--- config.mk ---
export PLATFORM = sky130hd
export DESIGN_NAME = fp_sqrt_seq
export DESIGN_NICKNAME = d
export VERILOG_FILES = /design/src/rtl/fp_sqrt_seq_pkg.sv /design/src/rtl/fp_sqrt_seq.sv
export SDC_FILE = /design/constraint.sdc
export NUM_CORES = 1
export LEC_CHECK = 0
export BUFFER_PORTS_ARGS = -buffer_cell sky130_fd_sc_hd__clkbuf_2
export CAP_MARGIN = 20
export CORE_MARGIN = 3
export CORE_UTILIZATION = 40
export CTS_CLUSTER_SIZE = 8
export DETAILED_ROUTE_END_ITERATION = 7
export PLACE_DENSITY = 0.8
export SYNTH_ARGS = -nofsm -noshare
export SYNTH_HDL_FRONTEND = slang
export SYNTH_SLANG_ARGS = --single-unit
--- constraint.sdc ---
create_clock -name clk -period 3.7 [get_ports clk]
set_input_delay 0.74 -clock clk [delete_from_list [all_inputs] [get_ports clk]]
set_output_delay 0.74 -clock clk [all_outputs]
set_load 0.05 [all_outputs]
--- src/rtl/fp_sqrt_seq_pkg.sv ---
// Shared FPU definitions for the FSQRT issue/response sequencer:
// rounding modes, fflags bit positions, sequencer states and rm helpers.
package fp_sqrt_seq_pkg;

    localparam int unsigned RM_W     = 3;
    localparam int unsigned FFLAGS_W = 5;

    localparam logic [RM_W-1:0] RM_RNE = 3'b000;
    localparam logic [RM_W-1:0] RM_RTZ = 3'b001;
    localparam logic [RM_W-1:0] RM_RDN = 3'b010;
    localparam logic [RM_W-1:0] RM_RUP = 3'b011;
    localparam logic [RM_W-1:0] RM_RMM = 3'b100;
    localparam logic [RM_W-1:0] RM_DYN = 3'b111;

    localparam int unsigned FFLAG_NX = 0;
    localparam int unsigned FFLAG_UF = 1;
    localparam int unsigned FFLAG_OF = 2;
    localparam int unsigned FFLAG_DZ = 3;
    localparam int unsigned FFLAG_NV = 4;

    typedef enum logic [2:0] {
        ST_IDLE  = 3'd0,
        ST_ISSUE = 3'd1,
        ST_WAIT  = 3'd2,
        ST_RESP  = 3'd3,
        ST_DRAIN = 3'd4
    } state_e;

    // Dynamic rm in the instruction defers to fcsr.frm.
    function automatic logic [RM_W-1:0] resolve_rm(input logic [RM_W-1:0] rm,
                                                   input logic [RM_W-1:0] frm);
        return (rm == RM_DYN) ? frm : rm;
    endfunction

    function automatic logic rm_is_legal(input logic [RM_W-1:0] rm);
        logic ok;
        case (rm)
            RM_RNE, RM_RTZ, RM_RDN, RM_RUP, RM_RMM: ok = 1'b1;
            default:                                ok = 1'b0;
        endcase
        return ok;
    endfunction

    // Square root can only raise invalid or inexact.
    function automatic logic [FFLAGS_W-1:0] sqrt_fflags(input logic nv, input logic nx);
        logic [FFLAGS_W-1:0] f;
        f           = '0;
        f[FFLAG_NV] = nv;
        f[FFLAG_DZ] = 1'b0;
        f[FFLAG_OF] = 1'b0;
        f[FFLAG_UF] = 1'b0;
        f[FFLAG_NX] = nx;
        return f;
    endfunction

endpackage

--- src/rtl/fp_sqrt_seq.sv ---
// Issue/response sequencer between FPU issue and the multi-cycle sqrt unit.
// Optional watchdog on the unit enabled by FP_SQRT_SEQ_TIMEOUT_EN.
module fp_sqrt_seq
    import fp_sqrt_seq_pkg::*;
#(
    parameter int unsigned FLEN  = 32,
    parameter int unsigned TAG_W = 5
`ifdef FP_SQRT_SEQ_TIMEOUT_EN
    ,
    parameter int unsigned TIMEOUT_CYCLES = 128
`endif
) (
    input  logic                clk,
    input  logic                reset,
    input  logic                flush,
    input  logic [RM_W-1:0]     frm,
    input  logic                req_valid,
    output logic                req_ready,
    input  logic [FLEN-1:0]     req_operand,
    input  logic [RM_W-1:0]     req_rm,
    input  logic [TAG_W-1:0]    req_tag,
    output logic                sq_start,
    output logic [FLEN-1:0]     sq_operand,
    output logic [RM_W-1:0]     sq_rm,
    input  logic                sq_done,
    input  logic [FLEN-1:0]     sq_result,
    input  logic                sq_nv,
    input  logic                sq_nx,
    output logic                rsp_valid,
    input  logic                rsp_ready,
    output logic [FLEN-1:0]     rsp_result,
    output logic [TAG_W-1:0]    rsp_tag,
    output logic [FFLAGS_W-1:0] rsp_fflags,
    output logic                rsp_illegal,
`ifdef FP_SQRT_SEQ_TIMEOUT_EN
    output logic                rsp_timeout,
`endif
    output logic                busy
);

    state_e          state;
    logic [RM_W-1:0] eff_rm;
    logic            eff_legal;

    assign eff_rm    = resolve_rm(req_rm, frm);
    assign eff_legal = rm_is_legal(eff_rm);

    assign req_ready = (state == ST_IDLE) && !flush;
    assign sq_start  = (state == ST_ISSUE);

`ifdef FP_SQRT_SEQ_TIMEOUT_EN
    localparam int unsigned CNT_W = $clog2(TIMEOUT_CYCLES + 1);
    logic [CNT_W-1:0] wait_cnt;
    logic             timed_out;
    assign timed_out = (wait_cnt == CNT_W'(TIMEOUT_CYCLES - 1));
`endif

    // Operand and rm registers only change on accept, so they stay stable until sq_done.
    always_ff @(posedge clk) begin
        if (reset) begin
            state       <= ST_IDLE;
            sq_operand  <= '0;
            sq_rm       <= '0;
            rsp_valid   <= 1'b0;
            rsp_result  <= '0;
            rsp_tag     <= '0;
            rsp_fflags  <= '0;
            rsp_illegal <= 1'b0;
            busy        <= 1'b0;
`ifdef FP_SQRT_SEQ_TIMEOUT_EN
            rsp_timeout <= 1'b0;
            wait_cnt    <= '0;
`endif
        end else begin
            case (state)
                ST_IDLE: begin
                    if (req_valid && !flush) begin
                        sq_operand <= req_operand;
                        sq_rm      <= eff_rm;
                        rsp_tag    <= req_tag;
                        busy       <= 1'b1;
                        if (eff_legal) begin
                            state <= ST_ISSUE;
                        end else begin
                            state       <= ST_RESP;
                            rsp_valid   <= 1'b1;
                            rsp_illegal <= 1'b1;
                            rsp_result  <= '0;
                            rsp_fflags  <= '0;
                        end
                    end
                end
                ST_ISSUE: begin
                    state <= flush ? ST_DRAIN : ST_WAIT;
`ifdef FP_SQRT_SEQ_TIMEOUT_EN
                    wait_cnt <= '0;
`endif
                end
                ST_WAIT: begin
`ifdef FP_SQRT_SEQ_TIMEOUT_EN
                    wait_cnt <= wait_cnt + CNT_W'(1);
`endif
                    if (sq_done) begin
                        if (flush) begin
                            state <= ST_IDLE;
                            busy  <= 1'b0;
                        end else begin
                            state      <= ST_RESP;
                            rsp_valid  <= 1'b1;
                            rsp_result <= sq_result;
                            rsp_fflags <= sqrt_fflags(sq_nv, sq_nx);
                        end
                    end else if (flush) begin
                        state <= ST_DRAIN;
`ifdef FP_SQRT_SEQ_TIMEOUT_EN
                        wait_cnt <= '0;
                    end else if (timed_out) begin
                        state       <= ST_RESP;
                        rsp_valid   <= 1'b1;
                        rsp_result  <= '0;
                        rsp_fflags  <= '0;
                        rsp_timeout <= 1'b1;
`endif
                    end
                end
                ST_RESP: begin
                    // A flush coinciding with the handshake just completes it.
                    if (flush || rsp_ready) begin
                        state       <= ST_IDLE;
                        rsp_valid   <= 1'b0;
                        rsp_illegal <= 1'b0;
                        busy        <= 1'b0;
`ifdef FP_SQRT_SEQ_TIMEOUT_EN
                        rsp_timeout <= 1'b0;
`endif
                    end
                end
                ST_DRAIN: begin
`ifdef FP_SQRT_SEQ_TIMEOUT_EN
                    wait_cnt <= wait_cnt + CNT_W'(1);
                    if (sq_done || timed_out) begin
`else
                    if (sq_done) begin
`endif
                        state <= ST_IDLE;
                        busy  <= 1'b0;
                    end
                end
                default: begin
                    state <= ST_IDLE;
                    busy  <= 1'b0;
                end
            endcase
        end
    end

endmodule

After elaboration in Yosys (flattened, before gate mapping)
Index checks and enable logic that the tools add are counted.
{ "totals": {"inputBits": 83, "reg_bits": 83, "output_inout_bits": 82, "wordCells": 76} }
{ "op_classes": {"n_mux": 33, "n_eq_ne": 17, "bitwise_logic": 1, "n_reduce_logical": 16} }
{ "ops": {"columns": ["operator", "count"], "rows": [
  ["$mux 32", 4],
  ["$pmux 32 s2", 1],
  ["$mux 3", 7],
  ["$mux 5", 4],
  ["$pmux 3 s5", 1],
  ["$eq 3x2->1 const B", 4],
  ["$ne 2x2->1 const B", 6],
  ["$reduce_and 6->1", 2],
  ["$mux 1", 10],
  ["$pmux 5 s2", 1],
  ["$eq 3x3->1 const B", 3],
  ["$reduce_and 4->1", 2],
  ["$eq 3x1->1 const B", 2],
  ["$logic_not 3->1", 2],
  ["$pmux 1 s5", 1],
  ["$reduce_and 5->1", 1],
  ["$reduce_or 5->1", 1],
  ["$mux 2", 2],
  ["$reduce_bool 2->1", 2],
  ["$ne 3x3->1 const B", 1],
  ["$pmux 1 s3", 1],
  ["$reduce_bool 3->1", 1],
  ["$logic_and 1x1->1", 2],
  ["$ne 2x1->1 const B", 1],
  ["5 further kinds", 5]
]} }

Logic depth before layout (Yosys ltp)
Gate-level depths: netlist of the first run.
{ "logic_depth": {"depth_word": 8, "ltp_mapped": 7, "ltp_nobuf": 4} }

Worst setup path after synthesis of the first run
Ideal clock, no wire load.
{ "synth_path": {"path_type": "in2reg", "start": "in flush", "end": "reg sq_rm[1]", "cell_stages": 7, "setup_ps": 70, "n_path_buf": 3, "arrival_ps": 2098, "setup_slack_ps": 1532, "t_required_ps": 3630, "cell_sequence": "buf_6 nor4_4 and2_1 buf_4 buf_6 o211ai_1 a21oi_1"} }
{ "synth_via": {"elab_chain_cells": 3} }
{ "synth_rtl": {"columns": ["item", "line_no", "text"], "rows": [
  ["from (decl)", "fp_sqrt_seq.sv:15", "input logic flush,"],
  ["$logic_not 1->1", "fp_sqrt_seq.sv:77", "if (req_valid && !flush) begin"],
  ["$logic_and 1x1->1", "fp_sqrt_seq.sv:77", null],
  ["$reduce_and 2->1 (no line)", null, null],
  ["to (signal assigned)", "fp_sqrt_seq.sv:79", "sq_rm <= eff_rm;"],
  ["to (decl)", "fp_sqrt_seq.sv:24", "output logic [RM_W-1:0] sq_rm,"]
]} }
No other way between the ends.
A chain may end at the register's enable or synchronous reset.

Final worst setup path of the first run
{ "layout_path": {"start": "reg state[1]", "end": "out sq_start"} }
{ "layout_via": {"elab_chain_cells": 1} }
{ "layout_rtl": {"columns": ["item", "line_no", "text"], "rows": [
  ["from (decl)", "fp_sqrt_seq.sv:41", "state_e state;"],
  ["from (signal assigned)", "fp_sqrt_seq.sv:94", "state <= flush ? ST_DRAIN : ST_WAIT;"],
  ["$eq 3x1->1", "fp_sqrt_seq.sv:49", "assign sq_start = (state == ST_ISSUE);"],
  ["to (decl)", "fp_sqrt_seq.sv:22", "output logic sq_start,"]
]} }
No other way between the ends.

==> flow_summary.ini, run 1 <==
[run_status]
status = complete, no violations

[logic_synthesis]
synthXorXnorAreaFrac_pct = 0
synth_area_leader_cell = dfxtp_1
synth-edff-count = 0
synth_flop_cell = dfxtp_1
synth.avg_cell_area_um2 = 7.97
synth.top_cell.area_share_pct = 52.6
synth-simple-area-share_pct = 23.3
synth-adder-area-share_pct = 0
yosys-top-cells-area = dfxtp_1 (53%), nand2_1 (19%), a21oi_1 (7.6%), o21ai_0 (5.4%), buf_4 (2.0%)
synth_area_mm2 = 0.00305
yosysMostFrequentCell = nand2_1
synth-seq-cells = 80
yosysUniqueCellTypes = 32
yosysWarnings = 0
synth_compound_area_share_pct = 17.3
synthTopCellsByCount = nand2_1 (153), dfxtp_1 (80), a21oi_1 (46), o21ai_0 (33), clkbuf_1 (11)
synthesis.instances = 382
synthMuxAreaShare_pct = 0.329
synth-seq-area-share_pct = 52.6
synthArstFlopShare_pct = 0
synth_top_family_by_area = simple AND/OR/NAND/NOR gates

[cts]
postCtsSetupBuffers = 0
cts_buffers = 9
cts.clk_slew.worst_paths_ps = 80
cts_resized = 0
clockBufferDepth = 2
cts_sinks = 80
htreeDepth = 3
cts_tree = yes
postCtsHoldBufs = 0
clk_latency_ps = 340
root_buffer = clkbuf_8

[routing]
wl_per_cell_um = 12.3
vias = 3070
dr.pass1.iters = 4
drt_iter0_drc = 76
wl_mm = 7.82
routed_via_density = 4.84
drc = 0
detail-route-antenna-nets = 0

[place]
hpwl_mm = 5.75
place_congestion = 0.776
dp_cells = 619
portBuffers = 161

[finish]
fin_nets = 614
multi_input_area_mm2 = 0.00126
n_fill_cell = 719
seqCellArea_mm2 = 0.00160
areaGrowthSynthToFinish_pct = 33.6
fin_cells = 634
num_antenna_cells = 0
drive_gt1_share_pct = 34.4

[job]
drv_cap = 0

[timing]
maxSlewViolCount = 0
slew_headroom_pct = 37.2
rsz0062_at_grt = false
max_freq_ghz = 0.435
min_period_ps = 2300
fin_crit_sh_pct = 62.1
final-setup-viol-count = 0
tightestPinTransition_ps = 936
hold_viol = 0
finalSetupTns_ps = 0
fin_skew_ps = 9.93

[power]
p_per_area_mw_per_mm2 = 466
ir_drop_v = 0.000269
power.leakage_uw = 0.00182

[die]
core-area_mm2 = 0.00733
io_pins = 165
die_x_um = 93.3
die_area_mm2 = 0.00870
initial_core_util_pct = 41.5
die_y_um = 93.3
rows = 31

[worst_setup_path]
r2r_cells = 5
endpoint_kind = primary output
path_max_fanout = 13
crit_required_ps = 2960
cp-start-kind = register
arrival_ps = 1560
critical_path_class = reg -> out

[worst_hold_path]
min_path_cells = 2
hold_class = reg -> reg

[grt]
grt_max_degree = 37
grt_pass1_wl_mm = 12.6
grt.total_usage_pct = 18.0
grt_antenna_before_repair = 0
grt_pass1_vias = 2750
grt-ovfl-total = 0
==> sequential cells by signal, indices dropped and copies added, names as in the netlist <==
name	count
busy	1
rsp_fflags	2
rsp_illegal	1
rsp_result	32
rsp_tag	5
rsp_valid	1
sq_operand	32
sq_rm	3
state	3
==> where the power goes <==
| part | switching, uW | internal (uW) | total (uW) | leakage, uW |
|---|---|---|---|---|
| combinational | 200 | 83.1 | 283 | 0.00107 |
| clock | 308 | 395 | 703 | 0.000108 |
| sequential | 19.2 | 889 | 908 | 0.000649 |
==> stage by stage <==
step | instance area [um^2] | utilization (%) | setup slack (ps) | hold WS, ps | total power, uW
after detailed placement | 3850 | 52.5 | 1200 | 443 | 1210
after CTS | 4070 | 55.5 | 1380 | 456 | 1920
after global placement | 3820 | 52.1 | 1270 | 435 | 1200
final | 4070 | 55.5 | 1400 | 455 | 1890
after global routing | 4070 | 55.5 | 1280 | 473 | 1980
after floorplan | 3050 | - | 1530 | 646 | 1130
==> per-layer routing <==
metal  GRT usage, %  vias up  share of wire, %
li1               -     1544                 -
met1           23.0     1376                44
met2           27.3      144                44
met3           7.24        6                10
met4           6.35        0               1.0
met5              0        -                 0
==> placed cells by master, fill, tap and decap left out, types with 2 or more instances in the layout <==
cell type	n
a21oi_1	46
o21ai_0	33
buf_4	3
clkbuf_8	10
bufinv_16	2
o21ai_1	6
nand2_1	153
clkbuf_2	161
dfxtp_1	80
and2_1	2
nand3_1	2
and3_1	2
a211oi_1	2
conb_1	3
nor2_1	5
inv_1	2
o211ai_1	4
==> logic make-up (layout without fill, tap and decap cells) <==
family                 Yosys count  after routing
multiplexers                     1              1
buffers and inverters           32            183
other                            1              3
AO/OA/AOI/OAI                   97             97
flip-flops                      80             80
AND/OR/NAND/NOR                171            171
==> final cells by class <==
class	count	area share, %
Clock buffer	10	3.38
Clock inverter	5	2.00
Inverter	3	0.277
Multi-Input combinational cell	272	30.9
Sequential cell	80	39.4
Tap cell	99	3.04
Timing Repair Buffer	165	21.0
==> final timing paths <==
kind / end / slack [ps] / startpoint
setup / recovery: sq_start / 1400 / state[1]
hold / removal: sq_operand[25] / 450 / sq_operand[25]
setup reg to reg: sq_operand[23] / 1670 / state[0]
hold reg to reg: sq_operand[25] / 450 / sq_operand[25]
==> worst max-delay path, stage by stage (launching register included) <==
cell      delay, ps
dfxtp_1         620
inv_1           150
and3_1          210
clkbuf_2        230
Power figures use the tool's default switching activity.
==> run 2, diff against run 1 <==
==> constraint.sdc (replaced) <==
create_clock -name clk -period 2.3 [get_ports clk]
set_input_delay 0.46 -clock clk [delete_from_list [all_inputs] [get_ports clk]]
set_output_delay 0.46 -clock clk [all_outputs]
set_load 0.05 [all_outputs]
==> run 2 against run 1 <==
Against the previous run: power increased by 59%; non-clock buffer count increased by 2; clock skew decreased by 0.66 ps; hold slack got worse by 130 ps; sequential power increased by 61%; via count decreased by 0.78%; register-to-register slack got worse by 1200 ps; utilization unchanged; global-route usage increased by 0.062 points; final cell count increased by 0.47%; die area unchanged; largest power group unchanged.
==> flow_summary.ini, run 2 (same netlist as run 1, synthesis figures left out) <==
[run_status]
status = complete, no violations

[die]
core-area_mm2 = 0.00733
die_area_mm2 = 0.00870
initial_core_util_pct = 41.5
die_x_um = 93.3
die_y_um = 93.3
io_pins = 165
rows = 31

[worst_hold_path]
holdPathEnd = rsp_result[6]
min_from = sq_result[6]
hold_class = in -> reg
min_path_cells = 3

[place]
portBuffers = 161
place_congestion = 0.820
hpwl_mm = 5.73
dp_slack_ps = 373

[worst_setup_path]
worstReg2RegEnd = rsp_result[9]
cp_slowest_cell = dfxtp_1
crit_family = flip-flops
endpoint_kind = primary output
crit_buf_inv = 2
critical_path_class = reg -> out
arrival_ps = 1550
crit_required_ps = 1840
path_cells = inv_1 > and3_1 > clkbuf_2
r2r_cells = 4
path_max_fanout = 13
cp_num_cells = 3
reg2reg_from = state[1]
worst_path_largest_cell_delay_ps = 620
cp-start-kind = register
rrSetupSlack_ps = 500

[timing]
slew_headroom_pct = 61.9
fin_crit_sh_pct = 87.3
final-setup-viol-count = 0
tightestPinTransition_ps = 571
min_period_ps = 2010
max_freq_ghz = 0.498
maxSlewViolCount = 0
rsz0062_at_grt = false
hold_viol = 0
fin_skew_ps = 9.26
finalSetupTns_ps = 0
fin_ws_ps = 292

[finish]
fin_nets = 616
top_regs = rsp_result (32), sq_operand (32), rsp_tag (5)
n_fill_cell = 704
mostFrequentLayoutCell = clkbuf_2
layout_common_cells = clkbuf_2 (161), nand2_1 (153), dfxtp_1 (80), a21oi_1 (46), o21ai_0 (33)
multi_input_area_mm2 = 0.00126
num_antenna_cells = 0
areaGrowthSynthToFinish_pct = 33.6
drive_gt1_share_pct = 34.6
seqCellArea_mm2 = 0.00160

[routing]
wl_mm = 7.79
drc = 0
detail-route-antenna-nets = 0
wl_per_cell_um = 12.2
routed_via_density = 4.78
vias = 3046
dr.pass1.iters = 4
drt_iter0_drc = 70

[cts]
cts_buffers = 9
postCtsSetupBuffers = 0
clk_latency_ps = 330
clockBufferDepth = 2
cts_sinks = 80
postCtsHoldBufs = 0
cts_tree = yes
cts.clk_slew.worst_paths_ps = 80
root_buffer = clkbuf_8
htreeDepth = 3
cts_resized = 0

[power]
p_per_area_mw_per_mm2 = 740
design_power_total_uw = 3010
power.leakage_uw = 0.00183
ir_drop_v = 0.000326

[grt]
grt.total_usage_pct = 18.1
grt_max_degree = 44
grt_pass1_vias = 2817
grt_pass1_wl_mm = 12.7
grt_antenna_before_repair = 0
grt-ovfl-total = 0

[job]
drv_cap = 0
## run 2: cell types whose count changed in the layout (fill, tap and decap cells not counted)
cell | previous run | this run
buf_4 | 3 | 5
clkinv_2 | 1 | 3
buf_12 | 0 | 1
buf_16 | 1 | 0
clkbuf_1 | 0 | 1
clkbuf_8 | 10 | 9
clkinvlp_4 | 1 | 0
## run 2: worst max path at each step
stage	start	end
2_1_floorplan	flush	sq_rm[1]
3_3_place_gp	flush	rsp_result[13]
3_5_place_dp	flush	rsp_result[13]
4_1_cts	state[1]	sq_start
5_1_grt	state[1]	sq_start
6_report	state[1]	sq_start
## run 2: per-stage QoR
stage / instances / cell area, um^2 / util (%) / hold WS [ps]
6_report: 637 / 4070 / 55.5 / 323
5_1_grt: 637 / 4070 / 55.5 / 302
4_1_cts: 637 / 4070 / 55.5 / 301
3_5_place_dp: 621 / 3860 / 52.6 / 446
3_3_place_gp: 621 / 3860 / 52.6 / 435
2_1_floorplan: 384 / 3050 / - / 569
## run 2: area by class of cell
type	instances	area share [%]
tap	99	3.04
multi-input combinational	272	30.9
sequential	80	39.4
clock buffer	10	3.14
timing repair buffer	167	21.2
inverter	3	0.277
clock inverter	6	2.06
## run 2: worst reg2reg max path, delay by kind of cell (launching register included)
family          cells  cell delay (ps)
compound gates      3              780
flops               1              460
simple gates        1              440
## run 2: power breakdown
part           total, uW  switching (uW)  internal [uW]
sequential          1460            30.9           1430
clock               1090             486            608
combinational        457             322            135
## run 2: per-layer routing
layer / vias to the layer above / global-route usage, % / routed length [um]
met1: 1353 / 21.8 / 3430
met4: 0 / 5.13 / 74
met2: 139 / 29.8 / 3510
li1: 1547 / - / -
met5: - / 0 / 0
met3: 7 / 7.00 / 766
==> run 3, diff against run 2 <==
--- a/config.mk
+++ b/config.mk
@@ -11,7 +11,7 @@
 export CORE_UTILIZATION = 40
 export CTS_CLUSTER_SIZE = 8
 export DETAILED_ROUTE_END_ITERATION = 7
-export PLACE_DENSITY = 0.8
+export PLACE_DENSITY = 0.83
 export SYNTH_ARGS = -nofsm -noshare
 export SYNTH_HDL_FRONTEND = slang
 export SYNTH_SLANG_ARGS = --single-unit
==> constraint.sdc (replaced) <==
create_clock -name clk -period 1.8 [get_ports clk]
set_input_delay 0.36 -clock clk [delete_from_list [all_inputs] [get_ports clk]]
set_output_delay 0.36 -clock clk [all_outputs]
set_load 0.05 [all_outputs]
==> run 3 against run 2 <==
Against the previous run: via count rose by 1.3%; hold slack lost 110 ps; clock-buffer cell count is 1 higher; sequential cell count unchanged; largest cell class unchanged; setup slack worse by 190 ps; clock power increased by 40%.
==> flow_summary.ini, run 3 (same netlist as run 1, synthesis figures left out) <==
[worst_setup_path]
cp_slowest_cell = dfxtp_1
worst_path_largest_cell_delay_ps = 380
crit_buf_inv = 3
arrival_ps = 1340
crit_required_ps = 1440
cp-start-kind = register
crit_family = buffers and inverters
critical_path_class = reg -> out
path_cells = buf_6 > inv_1 > and3_1 > clkbuf_4
path_max_fanout = 12
endpoint_kind = primary output

[die]
io_pins = 165
core-area_mm2 = 0.00733
die_y_um = 93.3
die_x_um = 93.3
initial_core_util_pct = 41.5
rows = 31
die_area_mm2 = 0.00870

[grt]
busiest_layer = met2
grt_max_degree = 44
met3_usage_pct = 6.19
use_met1_pct = 19.7
grt.met2_usage_pct = 31.7
grt_antenna_before_repair = 0
grt-ovfl-total = 0
grt_pass1_wl_mm = 12.6
grt.total_usage_pct = 18.1
grt_pass1_vias = 2915

[cts]
clockBufferDepth = 2
htreeDepth = 3
clk_latency_ps = 340
cts.clk_slew.worst_paths_ps = 80
cts_resized = 0
root_buffer = clkbuf_8
cts_sinks = 80
postCtsSetupBuffers = 0
cts_buffers = 9
postCtsHoldBufs = 0
cts_tree = yes

[finish]
drive_gt1_share_pct = 34.9
final_cell_area_mm2 = 0.00415
areaGrowthSynthToFinish_pct = 36.2
post-route-util_pct = 56.6
fin_cells = 640
mostFrequentLayoutCell = clkbuf_2
num_antenna_cells = 0
top_regs = rsp_result (32), sq_operand (32), rsp_tag (5)
layout_common_cells = clkbuf_2 (159), nand2_1 (153), dfxtp_1 (79), a21oi_1 (46), o21ai_0 (33)
fin_nets = 619

[timing]
min_period_ps = 1700
hold-worst-slack_ps = 213
hold_viol = 0
maxSlewViolCount = 0
max_freq_ghz = 0.589
fin_crit_sh_pct = 94.3
final-setup-viol-count = 0
rsz0062_at_grt = false
fin_skew_ps = 9.38

[job]
drv_cap = 0

[routing]
drt_iter0_drc = 106
dr.pass1.iters = 4
routed_via_density = 4.82
wl_per_cell_um = 12.6
drc = 0
wl_mm = 8.06
detail-route-antenna-nets = 0
vias = 3087

[worst_hold_path]
hold_class = in -> reg

[power]
power.leakage_uw = 0.00186
design_power_total_uw = 4000
p_per_area_mw_per_mm2 = 964
ir_drop_v = 0.000448

[place]
hpwl_mm = 6.02
dp_cells = 624
dpl_cell_area_mm2 = 0.00391
portBuffers = 161
place_congestion = 0.853

[run_status]
status = complete, no violations
## run 3: cell types whose count changed in the layout (fill, tap and decap cells not counted)
| cell | change |
|---|---|
| bufinv_16 | +1 |
| inv_6 | +1 |
| clkbuf_2 | -2 |
| dfxtp_1 | -1 |
| clkinv_4 | -1 |
| dfxtp_2 | +1 |
| clkbuf_1 | +1 |
| clkbuf_4 | +1 |
| buf_2 | +1 |
| buf_12 | +2 |
| clkinv_2 | -2 |
| buf_6 | +1 |
## run 3: final cells by class
cell class                      count  area (um^2)
Sequential cell                    80         1600
Multi-Input combinational cell    272         1260
Tap cell                           99          124
Fill cell                         689         3180
Timing Repair Buffer              170          917
Clock inverter                      5          104
Clock buffer                       11          131
Inverter                            3         11.3
## run 3: worst paths after layout
kind         slack (ps)      startpoint             end  cells after the start
max                 100        state[1]        sq_start                      4
min                 210   sq_result[11]  rsp_result[11]                      3
max reg2reg         200        state[1]  rsp_result[14]                      4
min reg2reg         450  rsp_result[15]  rsp_result[15]                      2
## run 3: layer usage
metal,vias to the layer above,part of all wire [%],wire (um)
li1,1555,-,-
met1,1391,41,3310
met2,133,49,3930
met3,8,9.4,758
met4,0,0.72,58
met5,-,0,0
## run 3: worst reg2reg max path: stages, from the launching register on
cell and delay, ps:
dfxtp_1 340, or3b_1 390, a211oi_2 240, o21a_4 340, o21ai_0 160
## run 3: report_power, final
part           leakage [uW]  internal, uW  total (uW)  switching [uW]
sequential         0.000650          1830        1860            35.0
combinational       0.00109           181         601             419
clock              0.000118           926        1530             609
## run 3: metrics by stage
step | TNS (ps) | worst slack, ps
6_report | 0 | 102
2_1_floorplan | -806 | -34.4
3_3_place_gp | 0 | 122
3_5_place_dp | 0 | 58.1
4_1_cts | 0 | 8.80
5_1_grt | 0 | 11.7
